## src/rtl/prio_pkg.sv

```systemverilog
// Shared definitions for the pipelined priority encoder: default geometry and
// the constant log2 helper used to size index ports.
package prio_pkg;

  localparam int N_DEF = 16;
  localparam int G_DEF = 4;

  // Smallest r with 2**r >= v; evaluated at elaboration for port widths.
  function automatic int clog2(input int v);
    int r;
    r = 0;
    for (int i = 0; i < 31; i++) begin
      if ((1 << i) < v) r = i + 1;
    end
    return r;
  endfunction

endpackage

```

## src/rtl/prio_enc_grp.sv

```systemverilog
// Combinational priority encoder for one G-bit group; direction chosen by
// msb_first so the group and the global selection always agree.
module prio_enc_grp
  import prio_pkg::*;
#(
  parameter int G = G_DEF
) (
  input  logic [G-1:0]          w,
  input  logic                  msb_first,
  output logic [clog2(G)-1:0]   idx,
  output logic                  any
);

  localparam int LG = clog2(G);

  // The last match in scan order wins, so scan toward the preferred end.
  always_comb begin
    idx = '0;
    any = |w;
    if (msb_first) begin
      for (int i = 0; i < G; i++) begin
        if (w[i]) idx = LG'(i);
      end
    end else begin
      for (int i = G - 1; i >= 0; i--) begin
        if (w[i]) idx = LG'(i);
      end
    end
  end

endmodule

```

## src/rtl/prio_enc_pipe.sv

```systemverilog
// Two-stage priority encoder with valid/ready handshakes: stage 1 encodes each
// group locally, stage 2 picks the winning group and forms the final index.
module prio_enc_pipe
  import prio_pkg::*;
#(
  parameter int N = N_DEF,
  parameter int G = G_DEF
) (
  input  logic                  clk,
  input  logic                  rst,
  input  logic [N-1:0]          w,
  input  logic                  msb_first,
  input  logic                  in_valid,
  output logic                  in_ready,
  output logic [clog2(N)-1:0]   y,
  output logic                  z,
  output logic                  out_valid,
  input  logic                  out_ready
);

  localparam int NG = N / G;
  localparam int LG = clog2(G);
  localparam int GW = clog2(NG);
  localparam int YW = clog2(N);

  if (N < 8 || N > 64 || (N & (N - 1)) != 0) begin : g_bad_n
    $error("prio_enc_pipe: N must be a power of two in 8..64");
  end
  if (G < 2 || G > N / 2 || (G & (G - 1)) != 0 || (N % G) != 0) begin : g_bad_g
    $error("prio_enc_pipe: G must be a power of two in 2..N/2 dividing N");
  end

  logic [LG-1:0] grp_idx [NG];
  logic [NG-1:0] grp_any;

  for (genvar g = 0; g < NG; g++) begin : g_grp
    prio_enc_grp #(.G(G)) u_grp (
      .w         (w[g*G +: G]),
      .msb_first (msb_first),
      .idx       (grp_idx[g]),
      .any       (grp_any[g])
    );
  end

  logic          vld_p1_q, vld_p1_d;
  logic [LG-1:0] idx_p1_q [NG];
  logic [NG-1:0] any_p1_q;
  logic          msb_p1_q;

  logic          vld_p2_q, vld_p2_d;
  logic [YW-1:0] y_q, y_d;
  logic          z_q, z_d;
  logic [GW-1:0] win_grp;

  logic s2_free, ld_p1, ld_p2;

  // in_ready depends only on registered valids and out_ready.
  always_comb begin
    s2_free  = !vld_p2_q || out_ready;
    in_ready = !vld_p1_q || s2_free;
    ld_p1    = in_valid && in_ready;
    ld_p2    = vld_p1_q && s2_free;
    vld_p1_d = in_ready ? in_valid : vld_p1_q;
    vld_p2_d = s2_free ? vld_p1_q : vld_p2_q;
  end

  // Stage 1 boundary: per-group local index, any-set flag and direction.
  always_ff @(posedge clk) begin
    if (ld_p1) begin
      idx_p1_q <= grp_idx;
      any_p1_q <= grp_any;
      msb_p1_q <= msb_first;
    end
  end

  always_comb begin
    win_grp = '0;
    if (msb_p1_q) begin
      for (int g = 0; g < NG; g++) begin
        if (any_p1_q[g]) win_grp = GW'(g);
      end
    end else begin
      for (int g = NG - 1; g >= 0; g--) begin
        if (any_p1_q[g]) win_grp = GW'(g);
      end
    end
    z_d = ~|any_p1_q;
    y_d = z_d ? '0 : {win_grp, idx_p1_q[win_grp]};
  end

  // Stage 2 boundary: final index; outputs reset to the all-zero result.
  always_ff @(posedge clk) begin
    if (rst) begin
      vld_p1_q <= 1'b0;
      vld_p2_q <= 1'b0;
      y_q      <= '0;
      z_q      <= 1'b1;
    end else begin
      vld_p1_q <= vld_p1_d;
      vld_p2_q <= vld_p2_d;
      if (ld_p2) begin
        y_q <= y_d;
        z_q <= z_d;
      end
    end
  end

  assign y         = y_q;
  assign z         = z_q;
  assign out_valid = vld_p2_q;

endmodule
```

## config.mk

```make
export PLATFORM = sky130hd
export DESIGN_NAME = prio_enc_pipe
export DESIGN_NICKNAME = d
export VERILOG_FILES = /design/src/rtl/prio_pkg.sv /design/src/rtl/prio_enc_grp.sv /design/src/rtl/prio_enc_pipe.sv
export SDC_FILE = /design/constraint.sdc
export NUM_CORES = 1
export LEC_CHECK = 0
export ABC_CLOCK_PERIOD_IN_PS = 3500
export CAP_MARGIN = 20
export CORE_MARGIN = 4
export CORE_UTILIZATION = 49
export DETAILED_ROUTE_END_ITERATION = 10
export MAX_ROUTING_LAYER = met4
export PLACE_DENSITY = 0.82
export SETUP_SLACK_MARGIN = 0.3
export SLEW_MARGIN = 40
export SYNTH_ARGS = -nofsm -noshare
export SYNTH_HDL_FRONTEND = slang
export SYNTH_HIERARCHICAL = 1
export SYNTH_SLANG_ARGS = --single-unit
```

## constraint.sdc

```tcl
create_clock -name clk -period 3.5 [get_ports clk]
set_input_delay 0.7 -clock clk [delete_from_list [all_inputs] [get_ports clk]]
set_output_delay 0.7 -clock clk [all_outputs]
set_load 0.02 [all_outputs]
```

==> results of run 1 <==
power by group:
part | leakage [µW] | switching [µW] | internal, µW
registers | 0.000178 | 6.75 | 267
clock network | 0.0000210 | 64.5 | 63.2
logic | 0.000274 | 37.4 | 49.9
routing by layer:
metal	track usage	part of all wire	vias up
met3	0.02279	0.060	4
met5	-	0	-
li1	-	-	365
met4	0.07660	0.021	0
met2	0.2573	0.52	27
met1	0.1484	0.40	344
area by class of cell:
type                            count  area [µm²]
Sequential cell                    20       530.5
Fill cell                         127       493.0
Multi-Input combinational cell     55       402.9
Timing Repair Buffer               27       270.3
Clock buffer                        4       36.28
Tap cell                           25       31.28
Inverter                            5       18.77
cell usage in the layout (no fill, tap or decap), types with 2 or more instances in the layout:
cell type and instances:
edfxtp_1 13, clkbuf_4 3, dfxtp_1 7, nand2b_1 2, nand2_1 5, nor2_1 20
a22o_1 2, nor2b_1 2, a21oi_1 2, o22a_2 4, inv_1 5, clkdlybuf4s50_1 27
mux2i_1 7, a221oi_2 4
critical path, delay by kind of cell:
family        cells  cell delay, ps
buf+inv           2             940
simple gates      2             320
through the flow:
stage | setup WS [ps] | util | cells
6_report | 833.5 | 0.7235 | 136
3_5_place_dp | 833.7 | 0.7032 | 132
5_1_grt | 721.7 | 0.7235 | 136
2_1_floorplan | 1730 | - | 81
3_3_place_gp | 866.3 | 0.7032 | 132
4_1_cts | 828.0 | 0.7235 | 136
registers in the layout, indices dropped and copies added, names as in the netlist:
signal	cells
msb_p1_q	1
y	4
idx_p1_q	8
vld_p1_q	1
out_valid	1
z	1
any_p1_q	4
cell families (layout without fill, tap and decap cells):
family	after synthesis	count (layout)
muxes	9	9
buffers and inverters	6	36
AOI/OAI and AO/OA	14	14
and+or+nand+nor	32	32
DFF	20	20
path summary, 6_finish.rpt:
path / start / to / slack (ps) / cells after the start
worst min register to register: y[1]$_SDFFE_PP0P_ / y[1]$_SDFFE_PP0P_ / 490 / 1
worst max-delay path: out_ready / in_ready / 830 / 4
worst max register to register: any_p1_q[2]$_DFFE_PP_ / y[1]$_SDFFE_PP0P_ / 1760 / 5
worst min-delay path: y[1]$_SDFFE_PP0P_ / y[1]$_SDFFE_PP0P_ / 490 / 1
synthesized netlist by cell type (2+ instances only):
cell type,count,area share
edfxtp_1,13,0.41
dfxtp_1,7,0.15
nand2_1,5,0.020
inv_1,5,0.020
o22a_2,4,0.042
a221oi_2,4,0.063
a21oi_1,2,0.010
nand2b_1,2,0.013
a22o_1,2,0.018
nor2_1,20,0.079
mux2i_1,7,0.073
nor2b_1,2,0.013
==> summary.md, run 1 <==
| Metric | Value |
|---|---|
| Row count | 15 |
| Post-layout instance area | 1290 µm² |
| First DRT Iteration DRCs | 8 |
| TritonCTS buffer count | 3 |
| Setup repair after global routing missed its margin | no |
| Clock Pin Slew Worst Setup and Hold Paths | 100 ps |
| Ys flop type | edfxtp_1 |
| Nets@finish | 133 |
| N_diodes | 0 |
| WP data arrival | 1970 ps |
| Routability cong. | 0.7576 |
| Hold WS | 490.3 ps |
| Core Area | 1783 µm² |
| Wire per inst | 12.94 µm |
| Global-route wire length before repair | 2877 µm |
| CTS Buffer Depth | 2 |
| Leakage | 0.0004738 µW |
| Routed WL | 1760 µm |
| Post-synthesis simple-gate area fraction | 0.1453 |
| Worst-path maximum fanout | 4 |
| Initial antenna violation count | 0 |
| Worst Tran Pin Value | 535.7 ps |
| Most used cell, CP | clkdlybuf4s50_1 |
| Die width | 52.17 µm |
| # IOs | 28 |
| Seq/Total Area, Yosys | 0.5550 |
| Pwr/cell area | 379.2 nW/µm² |
| Worst min-delay path category | flop to flop |
| Post-Syn Area per Cell | 11.80 µm² |
| Post-DRT Antenna Nets | 0 |
| Post-Synth XOR/XNOR Area | 0 |
| Largest family of logic cells by synthesized area | compound AO/OA/AOI/OAI gates |
| WS Path Type | input port to output pin |
| Num Clock Sinks | 20 |
| Setup crit start kind | input port |
| Vias per Instance | 5.441 |
| Slowest CP cell | clkdlybuf4s50_1 |
| Total GRT Usage | 0.1429 |
| Vias | 740 |
| Max_cap viols | 0 |
| Post-synthesis cell count | 81 |
| Grt ovf | 0 |
| Number of buffers added on ports | 27 |
| Status | completed |
| Setup violators final | 0 |
| Crit end category | output pin |
| Die H | 52.17 µm |
| Cell area after synthesis | 955.9 µm² |
| CTS H-tree depth | 1 |
| Placed inst area | 1254 µm² |
| Multiplexer area fraction after synthesis | 0.1243 |
| EDFF count, synth | 13 |
| Initial cell density of the core | 0.5361 |
| Synth unique cells | 20 |
| Final HPWL DP | 1452 µm |
| Final Power | 489.2 µW |
| CP max stage delay | 540 ps |
| Adder-cell share of the synthesized area | 0 |
| Min cycle time layout | 2667 ps |
| Full die area | 2722 µm² |
| Final Skew | 2.436 ps |
| Root buf cell | clkbuf_4 |
| VDD IR-drop max | 0.2887 mV |
| Slew HR | 0.6428 |
| Compound-Gate Fraction of Synth Area | 0.1518 |
| Max-slew violations | 0 |
| Pre-antenna DRT Iters | 4 |
| Layout cell share with drive strength beyond 1 | 0.1171 |
| CTS tree | yes |
| FMAX | 375.0 MHz |
| Final hold violations | 0 |
| Final Cycle Share | 0.7619 |
| Clk Latency, worst-skew pair | 280 ps |
| Largest net degree at the start of global routing | 14 |
| # Post-CTS Setup Buffers | 0 |
| Syn. warnings | 6 |
| CTS resizes | 0 |
| Post-synth ARST share | 0 |
| DRC | 0 |
| Net count after synthesis | 102 |
| Crit-path cells | clkdlybuf4s50_1, nor2b_1, nand2_1, clkdlybuf4s50_1 |
| WP data required | 2800 ps |
| Synthesis-to-finish area growth | 34.95% |
| Hold Buf Count CTS | 0 |
| TNS Setup | 0 ps |
| Synthesized flop and latch total | 20 |
| Vias in the first global route | 735 |
(Power assumes the default switching activity.)
==> inputs of run 2 (changes only) <==
- ABC_CLOCK_PERIOD_IN_PS: 3500 -> 2200
- CORE_UTILIZATION: 49 -> 41
- PLACE_DENSITY: 0.82 -> 0.74
- clock period: 3.5 -> 2.2 ns (I/O delays scaled with it)
==> summary.md, run 2 (synthesis gave the netlist of run 1 again) <==
| Metric | Value |
|---|---|
| Setup crit start kind | input port (unchanged) |
| Setup ws final | 337.3 ps (was 833.5 ps) |
| Routing usage on met1 | 0.1346 (was 0.1484) |
| Vias in the first global route | 702 (was 735) |
| Routed WL | 1714 µm (was 1760 µm) |
| Leading cell types in the layout, fill and taps excluded | 26 x clkdlybuf4s50_1, 20 x nor2_1, 13 x edfxtp_1 (was 27 x clkdlybuf4s50_1, 20 x nor2_1, 13 x edfxtp_1) |
| Grt ovf | 0 (unchanged) |
| Wire per inst | 12.07 µm (was 12.94 µm) |
| Core Area | 2212 µm² (was 1783 µm²) |
| Max_cap viols | 0 (unchanged) |
| Min cycle time layout | 1863 ps |
| Largest net degree at the start of global routing | 14 (unchanged) |
| Synthesis-to-finish area growth | 39.53% (was 34.95%) |
| Pre-antenna DRT Iters | 4 (unchanged) |
| Commonest non-fill, non-tap cell in the layout | clkdlybuf4s50_1 (unchanged) |
| Pwr/cell area | 650.4 nW/µm² (was 379.2 nW/µm²) |
| Clk Latency, worst-skew pair | 290 ps (was 280 ps) |
| Post-DRT Antenna Nets | 0 (unchanged) |
| First DRT Iteration DRCs | 18 (was 8) |
| WS Path Type | input port to output pin (unchanged) |
| Most Used Layer, Global Route | met2 (unchanged) |
| Setup repair after global routing missed its margin | no (unchanged) |
| TNS Setup | 0 ps (unchanged) |
| Hold Buf Count CTS | 0 (unchanged) |
| Post-layout util | 0.6029 (was 0.7235) |
| Row count | 17 (was 15) |
| Pre-CTS WS | 59.60 ps (was 833.7 ps) |
| Full die area | 3168 µm² (was 2722 µm²) |
| Leakage | 0.0004943 µW (was 0.0004738 µW) |
| Global-route wire length before repair | 2835 µm (was 2877 µm) |
| Final Power | 867.5 µW (was 489.2 µW) |
| Total GRT Usage | 0.1183 (was 0.1429) |
| FMAX | 536.9 MHz |
| Vias | 733 (was 740) |
| Vias per Instance | 5.162 (was 5.441) |
| Worst Tran Pin Value | 520.4 ps (was 535.7 ps) |
| Layout filler cell count | 190 (was 127) |
| TritonCTS buffer count | 3 (unchanged) |
| Status | completed (unchanged) |
| Routability cong. | 0.7017 (was 0.7576) |
| CTS Buffer Depth | 2 (unchanged) |
| Die H | 56.29 µm (was 52.17 µm) |
| Max reg flops | 8 (unchanged) |
| Final hold violations | 0 (unchanged) |
| Setup violators final | 0 (unchanged) |
| # IOs | 28 (unchanged) |
| Final HPWL DP | 1380 µm (was 1452 µm) |
| Final Skew | 10.65 ps (was 2.436 ps) |
| WP data required | 1760 ps (was 2800 ps) |
| CTS tree | yes (unchanged) |
| Root buf cell | clkbuf_4 (unchanged) |
| Sequential group share of total power | 0.502 (was 0.560) |
| Worst min-delay path category | flop to flop (unchanged) |
| Num Clock Sinks | 20 (unchanged) |
| Pint | 692.1 µW (was 380.6 µW) |
| Switching Share | 0.2022 (was 0.2221) |
| N_diodes | 0 (unchanged) |
| Max-slew violations | 0 (unchanged) |
| CTS H-tree depth | 1 (unchanged) |
| Switching pwr | 175.4 µW (was 108.7 µW) |
| Logic pwr share | 0.165 (was 0.178) |
| Worst-path maximum fanout | 3 (was 4) |
| Clock power share | 0.333 (was 0.261) |
| Final Cycle Share | 0.8467 |
| VDD IR-drop max | 0.4414 mV (was 0.2887 mV) |
| WP data arrival | 1420 ps (was 1970 ps) |
| Largest Register | idx_p1_q (unchanged) |
| Clock Pin Slew Worst Setup and Hold Paths | 110 ps (was 100 ps) |
| Layout cell share with drive strength beyond 1 | 0.1491 (was 0.1171) |
| Placed inst area | 1272 µm² (was 1254 µm²) |
| Slew HR | 0.6520 (was 0.6428) |
| Die width | 56.29 µm (was 52.17 µm) |
| Number of buffers added on ports | 27 (unchanged) |
| Post-layout instance area | 1334 µm² (was 1290 µm²) |
| Initial antenna violation count | 0 (unchanged) |
| Nets@finish | 136 (was 133) |
| Initial cell density of the core | 0.4321 (was 0.5361) |
| GRT met2 Usage | 0.1937 (was 0.2573) |
| DRC | 0 (unchanged) |
| Routing usage on met3 | 0.03448 (was 0.02279) |
| Crit end category | output pin (unchanged) |
## run 2: area by class of cell
cell class / count / area [µm²] / share of cell area
flip-flops and latches: 20 / 530.5 / 0.3977
clock buffers: 3 / 22.52 / 0.01689
clock inverters: 1 / 30.03 / 0.02251
multi-input cells: 55 / 405.4 / 0.3039
well taps: 28 / 35.03 / 0.02627
repair buffers: 30 / 291.5 / 0.2186
inverters: 5 / 18.77 / 0.01407
## run 2: layer usage
metal  wire length (µm)  vias up
li1                   -      369
met1                735      340
met2                839       22
met3                123        2
met4                 15        0
met5                  0        -
## run 2: timing repair
action                                  CTS  global route
endpoints found under the setup margin    1             1
gates resized for setup                   2             0
buffers inserted                          0             1
pin swaps                                 0             0
## run 2: path summary, 6_finish.rpt
check,endpoint,startpoint,cells past startpoint,slack [ps]
setup / recovery,in_ready,out_ready,4,340
hold / removal,y[1]$_SDFFE_PP0P_,y[1]$_SDFFE_PP0P_,1,490
setup reg to reg,y[1]$_SDFFE_PP0P_,any_p1_q[2]$_DFFE_PP_,5,450
hold reg to reg,y[1]$_SDFFE_PP0P_,y[1]$_SDFFE_PP0P_,1,490
## run 2: through the flow
stage,hold WS [ps],instances
4_1_cts,492.1,141
2_1_floorplan,477.8,81
3_5_place_dp,463.9,137
3_3_place_gp,461.1,137
5_1_grt,526.7,142
6_report,486.8,142
## run 2: power by group through the flow
stage	sequential, µW	clock, µW	combinational (µW)
after floorplan	449	0	60.2
after global placement	444	0	139
after detailed placement	444	0	142
after CTS	435	298	143
after global routing	437	317	155
final	435	289	143
## run 2: critical path, stage by stage
cell and delay, ps:
clkdlybuf4s50_1 420, nor2b_2 160, nand2_1 90, dlygate4sd2_1 320
==> inputs of run 3 (changes only) <==
- ABC_CLOCK_PERIOD_IN_PS: 2200 -> 1900
- CORE_UTILIZATION: 41 -> 45
- PLACE_DENSITY: 0.74 -> 0.77
- clock period: 2.2 -> 1.9 ns (I/O delays scaled with it)
==> summary.md, run 3 (synthesis gave the netlist of run 1 again) <==
| Metric | Value |
|---|---|
| Status | completed (unchanged) |
| Nets@finish | 144 (was 136) |
| Crit-path cells | inv_2, nor2_2, a221oi_4, mux4_2, a22o_1 (was clkdlybuf4s50_1, nor2b_2, nand2_1, dlygate4sd2_1) |
| Setup crit start kind | flop (was input port) |
| Max-slew violations | 0 (unchanged) |
| Total GRT Usage | 0.1484 (was 0.1183) |
| Finished Layout Cells | 149 (was 142) |
| Pre-CTS WS | -36.64 ps (was 59.60 ps) |
| WP data arrival | 1800 ps (was 1420 ps) |
| Post-DRT Antenna Nets | 0 (unchanged) |
| Crit path to | y[1]$_SDFFE_PP0P_ (was in_ready) |
| Reg2Reg Depth | 5 (unchanged) |
| Crit path launch | msb_p1_q$_DFFE_PP_ (was out_ready) |
| Synthesis-to-finish area growth | 44.37% (was 39.53%) |
| TritonCTS buffer count | 3 (unchanged) |
| WP data required | 2090 ps (was 1760 ps) |
| Max reg flops | 8 (unchanged) |
| WS Path Type | flop to flop (was input port to output pin) |
| R2R setup slack | 290 ps (was 450 ps) |
| Slew HR | 0.7667 (was 0.6520) |
| DRC | 0 (unchanged) |
| Setup ws final | 294.0 ps (was 337.3 ps) |
| Reg-to-Reg End | y[1]$_SDFFE_PP0P_ (unchanged) |
| Worst-path maximum fanout | 3 (unchanged) |
| Vias per Instance | 5.289 (was 5.162) |
| # IOs | 28 (unchanged) |
| Die H | 54.09 µm (was 56.29 µm) |
| Vias | 788 (was 733) |
| CP max stage delay | 450 ps (was 420 ps) |
| Final hold violations | 0 (unchanged) |
| Crit end category | flop (was output pin) |
| N_diodes | 0 (unchanged) |
| Final HPWL DP | 1472 µm (was 1380 µm) |
| Final Cycle Share | 0.8452 |
| Core Area | 1982 µm² (was 2212 µm²) |
| Slowest CP cell | edfxtp_1 (was clkdlybuf4s50_1) |
| Routed WL | 1998 µm (was 1714 µm) |
| Clk Latency, worst-skew pair | 290 ps (about the same) |
| Row count | 16 (was 17) |
| Layout cell share with drive strength beyond 1 | 0.2459 (was 0.1491) |
| Worst min-delay path category | flop to flop (unchanged) |
| Initial cell density of the core | 0.4823 (was 0.4321) |
| Wire per inst | 13.41 µm (was 12.07 µm) |
| FMAX | 622.7 MHz |
| Reg2Reg Launch Point | msb_p1_q$_DFFE_PP_ (was any_p1_q[2]$_DFFE_PP_) |
| Worst Tran Pin Value | 346.8 ps (was 520.4 ps) |
| Initial antenna violation count | 0 (unchanged) |
| Vias in the first global route | 731 (was 702) |
| Pwr/cell area | 669.5 nW/µm² (was 650.4 nW/µm²) |
| Hold Buf Count CTS | 0 (unchanged) |
| Routability cong. | 0.7048 (was 0.7017) |
| Placed Instances | 138 (was 137) |
| CTS Buffer Depth | 2 (unchanged) |
| Pre-antenna DRT Iters | 4 (unchanged) |
| Die width | 54.09 µm (was 56.29 µm) |
| Full die area | 2926 µm² (was 3168 µm²) |
| Min cycle time layout | 1606 ps |
| Grt ovf | 0 (unchanged) |
| Setup repair after global routing missed its margin | yes (was no) |
| Largest net degree at the start of global routing | 14 (unchanged) |
| Number of buffers added on ports | 27 (unchanged) |
| Max_cap viols | 0 (unchanged) |
| VDD IR-drop max | 0.3365 mV (was 0.4414 mV) |
| Global-route wire length before repair | 2946 µm (was 2835 µm) |
| Largest Register | idx_p1_q (unchanged) |
| Setup violators final | 0 (unchanged) |
| Root buf cell | clkbuf_4 (unchanged) |
| Clock Pin Slew Worst Setup and Hold Paths | 110 ps (about the same) |
| CTS H-tree depth | 1 (unchanged) |
| Num Clock Sinks | 20 (unchanged) |
| Leakage | 0.0005421 µW (was 0.0004943 µW) |
| CTS tree | yes (unchanged) |
| Final Skew | 4.824 ps (was 10.65 ps) |
| Commonest non-fill, non-tap cell in the layout | clkdlybuf4s50_1 (unchanged) |
| Layout filler cell count | 146 (was 190) |
| TNS Setup | 0 ps (unchanged) |
| Leading cell types in the layout, fill and taps excluded | 20 x clkdlybuf4s50_1, 19 x nor2_1, 13 x edfxtp_1 (was 26 x clkdlybuf4s50_1, 20 x nor2_1, 13 x edfxtp_1) |
| Final Power | 924.0 µW (was 867.5 µW) |
| First DRT Iteration DRCs | 15 (was 18) |
-- run 3: worst max-delay path, delay by kind of cell (launching register included) --
kind,cells,cell delay (ps)
compound gates,2,530
buf+inv,1,120
flops,1,450
mux,1,350
simple gates,1,60
-- run 3: metrics by stage --
step           hold WS [ps]  utilization  area, µm²
2_1_floorplan         452.4            -      955.9
3_3_place_gp          461.7       0.6490       1286
6_report              483.1       0.6963       1380
3_5_place_dp          472.7       0.6490       1286
4_1_cts               493.3       0.6812       1350
5_1_grt               510.2       0.6963       1380
-- run 3: final cells by class --
type	instances	area, µm²	area share
clock buffer	4	36.28	0.02629
multi-input combinational	55	420.4	0.3046
inverter	5	18.77	0.01360
timing repair buffer	38	340.3	0.2466
tap	27	33.78	0.02448
sequential	20	530.5	0.3844
-- run 3: power by group --
| part | switching (µW) | leakage [µW] | internal (µW) |
|---|---|---|---|
| Sequential | 12.6 | 0.000178 | 492 |
| Clock | 124 | 0.0000210 | 117 |
| Combinational | 76.4 | 0.000343 | 102 |
| Total | 213 | 0.000542 | 711 |
-- run 3: layer usage --
metal	share of wire	routed length (µm)	GRT usage
met2	0.52	1035	0.2722
met5	0	0	-
met1	0.39	786	0.1396
met4	0.023	46	0.08714
met3	0.065	129	0.03324
-- run 3: worst min-delay path by stage --
stage	end	slack (ps)	start	depth (start not counted)
2_1_floorplan	out_valid$_SDFFE_PP0P_	450	rst	1
3_3_place_gp	z$_SDFFE_PP1P_	460	z$_SDFFE_PP1P_	2
3_5_place_dp	y[0]$_SDFFE_PP0P_	470	y[0]$_SDFFE_PP0P_	1
4_1_cts	y[0]$_SDFFE_PP0P_	490	y[0]$_SDFFE_PP0P_	1
5_1_grt	y[1]$_SDFFE_PP0P_	510	y[1]$_SDFFE_PP0P_	1
6_report	y[0]$_SDFFE_PP0P_	480	y[0]$_SDFFE_PP0P_	1
-- run 3: what timing repair did --
action | in CTS | in global routing
resized for setup | 12 | 4
setup endpoints to repair | 9 | 2
buffers inserted | 5 | 2
pin swaps | 1 | 2
